**src/rtl/perspective_divide_pkg.sv**
```systemverilog
// Shared definitions for the perspective-divide stage: FSM encoding,
// half-precision constants and a small normalisation helper.
package perspective_divide_pkg;

    typedef enum logic [2:0] {
        IDLE  = 3'd0,
        DIV_X = 3'd1,
        DIV_Y = 3'd2,
        DIV_Z = 3'd3,
        DIV_W = 3'd4,
        OUT   = 3'd5
    } pd_state_t;

    localparam logic [15:0] HALF_ONE  = 16'h3C00;
    localparam logic [15:0] HALF_SAT  = 16'h7FFF;
    localparam logic [15:0] HALF_QNAN = 16'h7E00;

    // Number of leading zeros of an 11-bit significand (11 when it is zero).
    function automatic logic [3:0] lead_zeros11(input logic [10:0] m);
        logic [3:0] lz;
        lz = 4'd11;
        for (int i = 0; i <= 10; i++) begin
            if (m[i]) begin
                lz = 4'(10 - i);
            end
        end
        return lz;
    endfunction

endpackage

```
**src/rtl/perspective_divide_div.sv**
```systemverilog
// Combinational IEEE-754 half-precision divider. Subnormal operands are
// normalised, the quotient is rounded to nearest-even, results that overflow
// saturate to infinity and results below the normal range flush to zero;
// both of those, NaN/infinity operands and a zero divisor raise o_Exception.
module divhalfprecision
    import perspective_divide_pkg::*;
(
    input  logic [15:0] i_Dividend,
    input  logic [15:0] i_Divisor,
    output logic [15:0] o_Quotient,
    output logic        o_Exception
);

    logic               sign_s;
    logic [10:0]        raw_a_s, raw_b_s, mant_a_s, mant_b_s;
    logic [3:0]         lz_a_s, lz_b_s;
    logic signed [7:0]  exp_a_s, exp_b_s, exp_pre_s, exp_fin_s;
    logic [23:0]        num_s, den_s;
    logic [13:0]        q_s;
    logic [10:0]        rem_s;
    logic [9:0]         mant_pre_s, mant_fin_s;
    logic [10:0]        mant_rnd_s;
    logic               guard_s, sticky_s, round_up_s;

    assign sign_s = i_Dividend[15] ^ i_Divisor[15];

    // Unpack both operands and shift subnormal significands up to a leading one.
    always_comb begin
        raw_a_s  = (i_Dividend[14:10] == 5'd0) ? {1'b0, i_Dividend[9:0]} : {1'b1, i_Dividend[9:0]};
        raw_b_s  = (i_Divisor[14:10]  == 5'd0) ? {1'b0, i_Divisor[9:0]}  : {1'b1, i_Divisor[9:0]};
        lz_a_s   = lead_zeros11(raw_a_s);
        lz_b_s   = lead_zeros11(raw_b_s);
        mant_a_s = raw_a_s << lz_a_s;
        mant_b_s = raw_b_s << lz_b_s;
        exp_a_s  = ((i_Dividend[14:10] == 5'd0) ? 8'sd1 : 8'(i_Dividend[14:10])) - 8'(lz_a_s);
        exp_b_s  = ((i_Divisor[14:10]  == 5'd0) ? 8'sd1 : 8'(i_Divisor[14:10]))  - 8'(lz_b_s);
    end

    // Significand ratio lies in (0.5, 2), so 13 fraction bits leave guard and sticky room.
    always_comb begin
        num_s = {mant_a_s, 13'd0};
        den_s = {13'd0, mant_b_s};
        if (mant_b_s != 11'd0) begin
            q_s   = 14'(num_s / den_s);
            rem_s = 11'(num_s % den_s);
        end else begin
            q_s   = 14'd0;
            rem_s = 11'd0;
        end
    end

    // Normalise the raw quotient, then round to nearest-even.
    always_comb begin
        if (q_s[13]) begin
            mant_pre_s = q_s[12:3];
            guard_s    = q_s[2];
            sticky_s   = (q_s[1:0] != 2'd0) || (rem_s != 11'd0);
            exp_pre_s  = exp_a_s - exp_b_s + 8'sd15;
        end else begin
            mant_pre_s = q_s[11:2];
            guard_s    = q_s[1];
            sticky_s   = q_s[0] || (rem_s != 11'd0);
            exp_pre_s  = exp_a_s - exp_b_s + 8'sd14;
        end
        round_up_s = guard_s & (sticky_s | mant_pre_s[0]);
        mant_rnd_s = {1'b0, mant_pre_s} + {10'd0, round_up_s};
        if (mant_rnd_s[10]) begin
            mant_fin_s = 10'd0;
            exp_fin_s  = exp_pre_s + 8'sd1;
        end else begin
            mant_fin_s = mant_rnd_s[9:0];
            exp_fin_s  = exp_pre_s;
        end
    end

    // Pick the final encoding; special operands take priority over arithmetic.
    always_comb begin
        if ((i_Dividend[14:10] == 5'h1F) || (i_Divisor[14:10] == 5'h1F)) begin
            o_Quotient  = HALF_QNAN;
            o_Exception = 1'b1;
        end else if (i_Divisor[14:0] == 15'd0) begin
            o_Quotient  = {sign_s, 5'h1F, 10'd0};
            o_Exception = 1'b1;
        end else if (i_Dividend[14:0] == 15'd0) begin
            o_Quotient  = {sign_s, 15'd0};
            o_Exception = 1'b0;
        end else if (exp_fin_s >= 8'sd31) begin
            o_Quotient  = {sign_s, 5'h1F, 10'd0};
            o_Exception = 1'b1;
        end else if (exp_fin_s <= 8'sd0) begin
            o_Quotient  = {sign_s, 15'd0};
            o_Exception = 1'b1;
        end else begin
            o_Quotient  = {sign_s, exp_fin_s[4:0], mant_fin_s};
            o_Exception = 1'b0;
        end
    end

endmodule

```
**src/rtl/perspective_divide.sv**
```systemverilog
// Perspective-divide stage: accepts one clip-space vertex, reuses a single
// half-precision divider over four cycles for x/w, y/w, z/w and 1/w, then
// holds the normalised vertex until downstream takes it.
module perspective_divide
    import perspective_divide_pkg::*;
#(
    parameter logic [15:0] ONE_HALF  = HALF_ONE,
    parameter logic [15:0] SAT_VALUE = HALF_SAT
) (
    input  logic        i_Clock,
    input  logic        i_Reset,
    input  logic        i_Valid,
    output logic        o_Ready,
    input  logic [15:0] i_X,
    input  logic [15:0] i_Y,
    input  logic [15:0] i_Z,
    input  logic [15:0] i_W,
    output logic        o_Valid,
    input  logic        i_Ready,
    output logic [15:0] o_X,
    output logic [15:0] o_Y,
    output logic [15:0] o_Z,
    output logic [15:0] o_InvW,
    output logic        o_Exception
);

    pd_state_t   state_r;
    logic [15:0] x_r, y_r, z_r, w_r;
    logic [15:0] out_x_r, out_y_r, out_z_r, out_invw_r;
    logic        exc_r, ready_r, valid_r;
    logic [15:0] dividend_s, div_quot_s, cap_quot_s;
    logic        div_exc_s, cap_exc_s, w_zero_s;

    assign w_zero_s = (w_r[14:0] == 15'd0);

    // Operand mux: registered component selected by the current divide state.
    always_comb begin
        case (state_r)
            DIV_X:   dividend_s = x_r;
            DIV_Y:   dividend_s = y_r;
            DIV_Z:   dividend_s = z_r;
            DIV_W:   dividend_s = ONE_HALF;
            default: dividend_s = 16'h0000;
        endcase
    end

    divhalfprecision u_div (
        .i_Dividend (dividend_s),
        .i_Divisor  (w_r),
        .o_Quotient (div_quot_s),
        .o_Exception(div_exc_s)
    );

    // A zero divisor bypasses the divider result entirely and saturates.
    always_comb begin
        if (w_zero_s) begin
            cap_quot_s = SAT_VALUE;
            cap_exc_s  = 1'b1;
        end else begin
            cap_quot_s = div_quot_s;
            cap_exc_s  = div_exc_s;
        end
    end

    // Sequencer: accept, four divide passes, then hold the result until taken.
    always_ff @(posedge i_Clock or posedge i_Reset) begin
        if (i_Reset) begin
            state_r    <= IDLE;
            x_r        <= 16'h0000;
            y_r        <= 16'h0000;
            z_r        <= 16'h0000;
            w_r        <= 16'h0000;
            out_x_r    <= 16'h0000;
            out_y_r    <= 16'h0000;
            out_z_r    <= 16'h0000;
            out_invw_r <= 16'h0000;
            exc_r      <= 1'b0;
            ready_r    <= 1'b1;
            valid_r    <= 1'b0;
        end else begin
            case (state_r)
                IDLE: begin
                    if (i_Valid && ready_r) begin
                        x_r     <= i_X;
                        y_r     <= i_Y;
                        z_r     <= i_Z;
                        w_r     <= i_W;
                        exc_r   <= 1'b0;
                        ready_r <= 1'b0;
                        state_r <= DIV_X;
                    end
                end
                DIV_X: begin
                    out_x_r <= cap_quot_s;
                    exc_r   <= exc_r | cap_exc_s;
                    state_r <= DIV_Y;
                end
                DIV_Y: begin
                    out_y_r <= cap_quot_s;
                    exc_r   <= exc_r | cap_exc_s;
                    state_r <= DIV_Z;
                end
                DIV_Z: begin
                    out_z_r <= cap_quot_s;
                    exc_r   <= exc_r | cap_exc_s;
                    state_r <= DIV_W;
                end
                DIV_W: begin
                    out_invw_r <= cap_quot_s;
                    exc_r      <= exc_r | cap_exc_s;
                    valid_r    <= 1'b1;
                    state_r    <= OUT;
                end
                OUT: begin
                    if (i_Ready) begin
                        valid_r <= 1'b0;
                        ready_r <= 1'b1;
                        state_r <= IDLE;
                    end
                end
                default: begin
                    valid_r <= 1'b0;
                    ready_r <= 1'b1;
                    state_r <= IDLE;
                end
            endcase
        end
    end

    assign o_Ready     = ready_r;
    assign o_Valid     = valid_r;
    assign o_X         = out_x_r;
    assign o_Y         = out_y_r;
    assign o_Z         = out_z_r;
    assign o_InvW      = out_invw_r;
    assign o_Exception = exc_r;

endmodule

```
**config.mk**
```make
export PLATFORM = sky130hd
export DESIGN_NAME = perspective_divide
export DESIGN_NICKNAME = d
export VERILOG_FILES = /design/src/rtl/perspective_divide_pkg.sv /design/src/rtl/perspective_divide_div.sv /design/src/rtl/perspective_divide.sv
export SDC_FILE = /design/constraint.sdc
export NUM_CORES = 1
export LEC_CHECK = 0
export CAP_MARGIN = 20
export CORE_AREA = 2 2 212 214
export CTS_CLUSTER_SIZE = 24
export DETAILED_ROUTE_END_ITERATION = 10
export DIE_AREA = 0 0 214 216
export GPL_ROUTABILITY_DRIVEN = 0
export PLACE_DENSITY_LB_ADDON = 0.3
export SLEW_MARGIN = 20
export SYNTH_ARGS = -nofsm -noshare
export SYNTH_HDL_FRONTEND = slang
export SYNTH_HIERARCHICAL = 1
export SYNTH_SLANG_ARGS = --single-unit
```
**constraint.sdc**
```tcl
create_clock -name i_Clock -period 66.9 [get_ports i_Clock]
set_clock_uncertainty 0.2 [all_clocks]
set_input_delay 13.38 -clock i_Clock [delete_from_list [all_inputs] [get_ports i_Clock]]
set_output_delay 13.38 -clock i_Clock [all_outputs]
set_load 0.1 [all_outputs]
```
**After elaboration in Yosys (flattened, before gate mapping)**

Cells that the tools add are included.

- Divide/modulo/power cells: 2
- Reduce and logical (&&, ||, !) cells: 20
- Add/sub/neg operators: 7
- Eq/ne operators: 9
- Shifts and indexed selects: 2
- Multiplexer cells: 54
- Bitwise logic cells: 6
- Order comparisons: 2

Operator list:

| kind | count |
|---|---|
| two-way mux 4 bit | 16 |
| one-hot mux 16 bit (4 select lines) | 1 |
| two-way mux 15 bit | 3 |
| two-way mux 11 bit | 3 |
| two-way mux 16 bit | 2 |
| zero test 15 bit | 2 |
| divider 24 x 11 -> 24 bit | 1 |
| remainder unit 24 x 11 -> 24 bit | 1 |
| nonzero test 11 bit | 2 |
| left shift 11 x 4 -> 11 bit | 2 |
| two-way mux 10 bit | 2 |
| one-hot mux 3 bit (6 select lines) | 1 |
| adder 8 x 5 -> 8 bit (second input constant) | 2 |
| two-way mux 8 bit | 2 |
| subtractor 8 x 4 -> 8 bit | 2 |
| two-way mux 14 bit | 1 |
| two-way mux 1 bit | 12 |
| adder 10 x 1 -> 11 bit | 1 |
| equality test 5 bit (second input constant) | 2 |
| zero test 5 bit | 2 |
| two-way mux 5 bit | 2 |
| adder 8 x 2 -> 8 bit (second input constant) | 1 |
| >= comparator 8 x 6 -> 1 bit (second input constant) | 1 |
| less-or-equal comparator 8 x 1 -> 1 bit (second input constant) | 1 |
| 20 further kinds | 37 |

- Logic and storage cells: 114
- Register bits after elaboration: 134
- Output and inout port bits: 67

**Depth between registers and ports, before layout**

- Depth in word-level cells: 33
- Mapped depth: 317
- Gate-level depth less buffers: 295

**Cells and area by module**

The synthesis kept the hierarchy.

By module, submodules not included:

| module | times used | area each (sq um) | cells an instance |
|---|---|---|---|
| divhalfprecision | 1 | 16186.8 | 2393 |
| perspective_divide | 1 | 5536.6 | 409 |

**Worst setup path before layout**

No wires, ideal clock.

- Path kind: register -> register
- Start point: register state_r[1]
- End point: register out_z_r[5], in the netlist o_Z[5]
- Arrival: 54.457 ns
- Setup slack: 12.165 ns
- Path buffers: 25
- Period minus slack after synthesis: 54.735 ns
- Data required time: 66.622 ns
- Cell stages (with the launch flop): 292
- Cell sequence: dfrtp_1 -> clkbuf_1 -> clkbuf_1 -> mux2_2 -> a22oi_1 -> o21ai_0 -> or4_4 -> nor3_2 -> o31a_1 -> buf_4 -> inv_2 -> nand2_1 -> and2_1 -> buf_4 -> inv_1 -> ha_1 -> a21oi_1 -> ha_1 -> (+256 left out) -> o21a_1 -> nand4_4 -> o21ai_1 -> nor2_1 -> ha_1 -> nand2_1 -> nor4b_2 -> nand4_1 -> nand3b_1 -> o311ai_2 -> o21ai_0 -> nor3_1 -> nand2_1 -> or2_2 -> clkbuf_1 -> nor4_1 -> nor2_1 -> a21oi_1

- Elaborated cells on any way between the ends: 52
- Those cells by class: add/sub: 6; div: 2; order compare: 2; eq/ne: 5; shift: 1; mux: 27; bitwise: 2; reduce/logical: 7

RTL lines:

| item | RTL line | text |
|---|---|---|
| start: declaration | perspective_divide.sv:27 | `pd_state_t state_r;` |
| start signal: assignment | perspective_divide.sv:68 | `state_r <= IDLE;` |
| start signal: assignment | perspective_divide.sv:90 | `state_r <= DIV_X;` |
| start signal: assignment | perspective_divide.sv:96 | `state_r <= DIV_Y;` |
| equality test 3 bit, or another cell as far along | perspective_divide.sv:38 | `case (state_r)` |
| one-hot mux 16 bit (4 select lines) (*) | perspective_divide.sv:38 |  |
| net dividend_s[11] | perspective_divide.sv:31 | `logic [15:0] dividend_s, div_quot_s, cap_quot_s;` |
| zero test 5 bit | perspective_divide_div.sv:29, perspective_divide_div.sv:35 |  |
| two-way mux 11 bit | perspective_divide_div.sv:29 | `raw_a_s = (i_Dividend[14:10] == 5'd0) ? {1'b0, i_Dividend[9:0]} : {1'b1, i_Dividend[9:0]};` |
| two-way mux 4 bit | perspective_divide_pkg.sv:23 | `if (m[i]) begin` |
| left shift 11 x 4 -> 11 bit | perspective_divide_div.sv:33 | `mant_a_s = raw_a_s << lz_a_s;` |
| remainder unit 24 x 11 -> 24 bit or divider 24 x 11 -> 24 bit (tied branches) | perspective_divide_div.sv:45, perspective_divide_div.sv:44 |  |
| (+7 left out) | -- |  |
| two-way mux 8 bit | perspective_divide_div.sv:67 | `if (mant_rnd_s[10]) begin` |
| less-or-equal comparator 8 x 1 -> 1 bit | perspective_divide_div.sv:90 | `end else if (exp_fin_s <= 8'sd0) begin` |
| two-way mux 15 bit | perspective_divide_div.sv:90 |  |
| two-way mux 15 bit | perspective_divide_div.sv:87 | `end else if (exp_fin_s >= 8'sd31) begin` |
| two-way mux 15 bit | perspective_divide_div.sv:84 | `end else if (i_Dividend[14:0] == 15'd0) begin` |
| two-way mux 16 bit (*) | perspective_divide_div.sv:78 | `if ((i_Dividend[14:10] == 5'h1F) \|\| (i_Divisor[14:10] == 5'h1F)) begin` |
| net div_quot_s[5] | perspective_divide.sv:31 |  |
| two-way mux 16 bit (*) | perspective_divide.sv:56 | `if (w_zero_s) begin` |
| end signal: assignment | perspective_divide.sv:104 | `out_z_r <= cap_quot_s;` |
| end: declaration | perspective_divide.sv:29 | `logic [15:0] out_x_r, out_y_r, out_z_r, out_invw_r;` |

Mark *: on every way through the listed nets, which the timed path passes. The rest lies on a longest branch.
A chain may end at the register's enable or synchronous reset.

**Worst setup path after layout**

- Start point: register state_r[0]
- End point: register out_z_r[5], in the netlist o_Z[5]

Same word-level chain as after synthesis.

==> impl_metrics.py <==
metrics = {
    "synth": {
        "synthCells": 2802,
        "synth_ff_type": "dfrtp_1",
        "netlist_area_mm2": 0.0217,
        "synth.avg_cell_area_um2": 7.75,
        "async_flop_share_pct": 100,
        "yosysWarnings": 6,
        "yosysUniqueCellTypes": 122,
        "seq_area_frac_synth_pct": 15.4,
        "synth.ff_latch_count": 134,
        "synth_edf_count": 0,
    },
    "critical_path": {
        "max_stage_delay_ns": 0.67,
        "criticalPathCategory": "register to register",
        "required_ns": 67.09,
        "r2r_end": "o_Z[5]",
        "cp.arrival_ns": 61.88,
        "start_kind": "register",
        "rr_startpoint": "state_r[0]",
        "end_kind": "register",
        "ff2ff_setup_slack_ns": 5.22,
        "crit_slowest_cell": "or4_4",
        "crit_fanout": 37,
        "rr_worst_depth": 275,
        "cpMostUsedCell": "a21oi_1",
    },
    "die": {
        "io_pins": 135,
        "coreArea_mm2": 0.0438,
        "die_height_um": 216,
        "dieArea_mm2": 0.0462,
        "rows": 77,
        "start_util_pct": 49.6,
        "die_w_um": 214,
    },
    "global_routing": {
        "grt.busiest_layer": "met2",
        "overflow": 0,
        "grt_pass1_vias": 21700,
        "grt_usage_pct": 28.6,
        "grt_use_met2_pct": 46.2,
        "grt_first_pass_wirelength_um": 111000,
        "grt_max_degree": 81,
        "grt_util_met3_pct": 5.47,
        "grt_use_met1_pct": 37.6,
        "antenna_found_initial": 0,
    },
    "clock_network": {
        "cts_buffers": 25,
        "clock_path_buffers": 3,
        "cts-htree-levels": 4,
        "cts_sinks": 134,
        "worstSkewPairLatency_ns": 0.47,
        "hold_buffers": 0,
        "cts_tree": "yes",
        "cts_root_buffer": "clkbuf_16",
        "clk_pin_slew_ns": 0.05,
    },
    "status": {
        "outcome": "complete, no violations",
    },
    "placement": {
        "numPortBuffers": 134,
        "dp_hpwl_um": 52200,
    },
    "timing": {
        "finalSetupViolations": 0,
        "hold_viol": 0,
        "slew_headroom_pct": 22.8,
        "setup_tns_ns": 0,
        "timing_worst_slew_pin_value_ns": 1.15,
        "post-route-period-util_pct": 92.2,
        "finalMaxSlewViolations": 0,
        "post-route-min-period_ns": 61.68,
        "rsz0062_at_grt": "no",
        "max_freq_mhz": 16.2,
    },
    "flow_run": {
        "maxCapViolCount": 0,
    },
    "final_layout": {
        "fillers": 3961,
        "drive_above_1_share_pct": 11.0,
        "nets": 3174,
        "final_common_cell": "nor2_1",
        "syn_to_final_growth_pct": 11.9,
        "antenna_cells": 0,
        "final_cell_mix": "nor2_1 (300), a21oi_1 (248), ha_1 (214)",
    },
    "drt": {
        "viasPerCell": 6.50,
        "avgRoutedWirePerCell_um": 19.8,
        "drt_wl_total_um": 68900,
        "drtPass1Iterations": 6,
        "drt.antenna.violating_nets": 0,
        "drc": 0,
        "drtIter0Drc": 1998,
        "num_vias": 22700,
    },
    "min_path": {
        "worst_hold_path.num_cells": 1,
        "hold_start": "x_r[11]",
        "hold_path_end": "x_r[11]",
        "min_path_type": "register to register",
    },
}
[layout make-up]
class	count	area [µm²]	share of cell area (%)
Clock buffer	28	647	2.66
Clock inverter	3	15.0	0.0618
Inverter	93	354	1.46
Multi-Input combinational cell	2471	17600	72.5
Sequential cell	134	3360	13.8
Tap cell	592	741	3.05
Timing Repair Buffer	163	1560	6.41
[cells by family after synthesis]
| kind of cell | count (synthesis) | share of synthesized area (%) |
|---|---|---|
| AO/OA/AOI/OAI | 968 | 30.8 |
| adder cells (fa/ha/maj) | 218 | 12.7 |
| AND/OR/NAND/NOR | 951 | 21.9 |
| multiplexers | 167 | 8.51 |
| XOR/XNOR | 164 | 6.61 |
| other | 1 | 0.0173 |
| buffers and inverters | 199 | 4.08 |
| flip-flops | 134 | 15.4 |
[worst max-delay path: cells and delay by family (launching register included)]
family / cells / cell delay (ns)
muxes: 10 / 2.77
AOI/OAI and AO/OA: 142 / 28.65
adders and majority gates: 24 / 7.91
DFF: 1 / 0.65
buffers and inverters: 12 / 2.33
and+or+nand+nor: 87 / 18.94
[metrics by stage]
| stage | worst slack [ns] | hold WS, ns | utilization (%) | area (µm²) | cells |
|---|---|---|---|---|---|
| 2_1_floorplan | 12.17 | 0.275 | - | 21700 | 2803 |
| 3_3_place_gp | 5.02 | 0.283 | 53.6 | 23500 | 3449 |
| 3_5_place_dp | 2.46 | 0.290 | 53.6 | 23500 | 3449 |
| 4_1_cts | 2.16 | 0.302 | 55.2 | 24200 | 3480 |
| 5_1_grt | 0.0553 | 0.310 | 55.4 | 24300 | 3484 |
| 6_report | 5.22 | 0.296 | 55.4 | 24300 | 3484 |
[worst max path at each step]
stage | depth (start not counted) | startpoint | end
2_1_floorplan | 291 | state_r[1] | o_Z[5]
3_3_place_gp | 267 | state_r[1] | o_Z[5]
3_5_place_dp | 270 | state_r[1] | o_Z[5]
4_1_cts | 270 | state_r[1] | o_Z[5]
5_1_grt | 275 | state_r[0] | o_Z[5]
6_report | 275 | state_r[0] | o_Z[5]
[synth_stat cells, drive strengths merged, types with 9 or more instances]
master  number  area [µm²]
nor2       309        1170
a21oi      255        1290
ha         214        2680
nand2      204         783
o21ai      171         860
dfrtp      133        3330
mux2       130        1470
xnor2      117        1020
inv         92         345
nor3        91         498
o21a        76         571
a21o        72         541
nand3       59         300
buf         55         345
clkbuf      51         191
o22a        51         447
xor2        47         412
or3         43         279
o211ai      38         299
mux2i       37         378
nor2b       37         231
o21bai      34         259
or2         34         215
nand2b      30         188
nand4       30         203
o31ai       30         249
a211oi      26         230
and3        24         150
nor4        24         178
a31oi       22         144
and2        19         120
a22oi       18         135
o22ai       16         100
a21boi      15         124
a221oi      12         111
o211a       12         120
or4         12         109
a31o        10        87.6
nand3b       9        67.6
o31a         9        78.8
[sequential cells by signal (all words and copies together), names as in the netlist]
name and count:
x_r 16, o_Y 16, o_Exception 1, o_Valid 1, state_r 3, o_InvW 16
y_r 16, o_Z 16, z_r 16, o_X 16, w_r 16, o_Ready 1
[repair_timing]
action,in CTS,in global routing
setup endpoints to repair,0,61
setup buffers,0,3
gates resized for setup,0,27
hold endpoints to repair,0,0
[layer usage]
layer  vias up  share of wire, %
li1      10700                 -
met5         -                 0
met3       177               9.3
met1     10700                43
met4         0               3.9
met2      1061                44
Power is not shown: default switching activity piles up to over one toggle a cycle in this logic, so the estimate is an artifact.
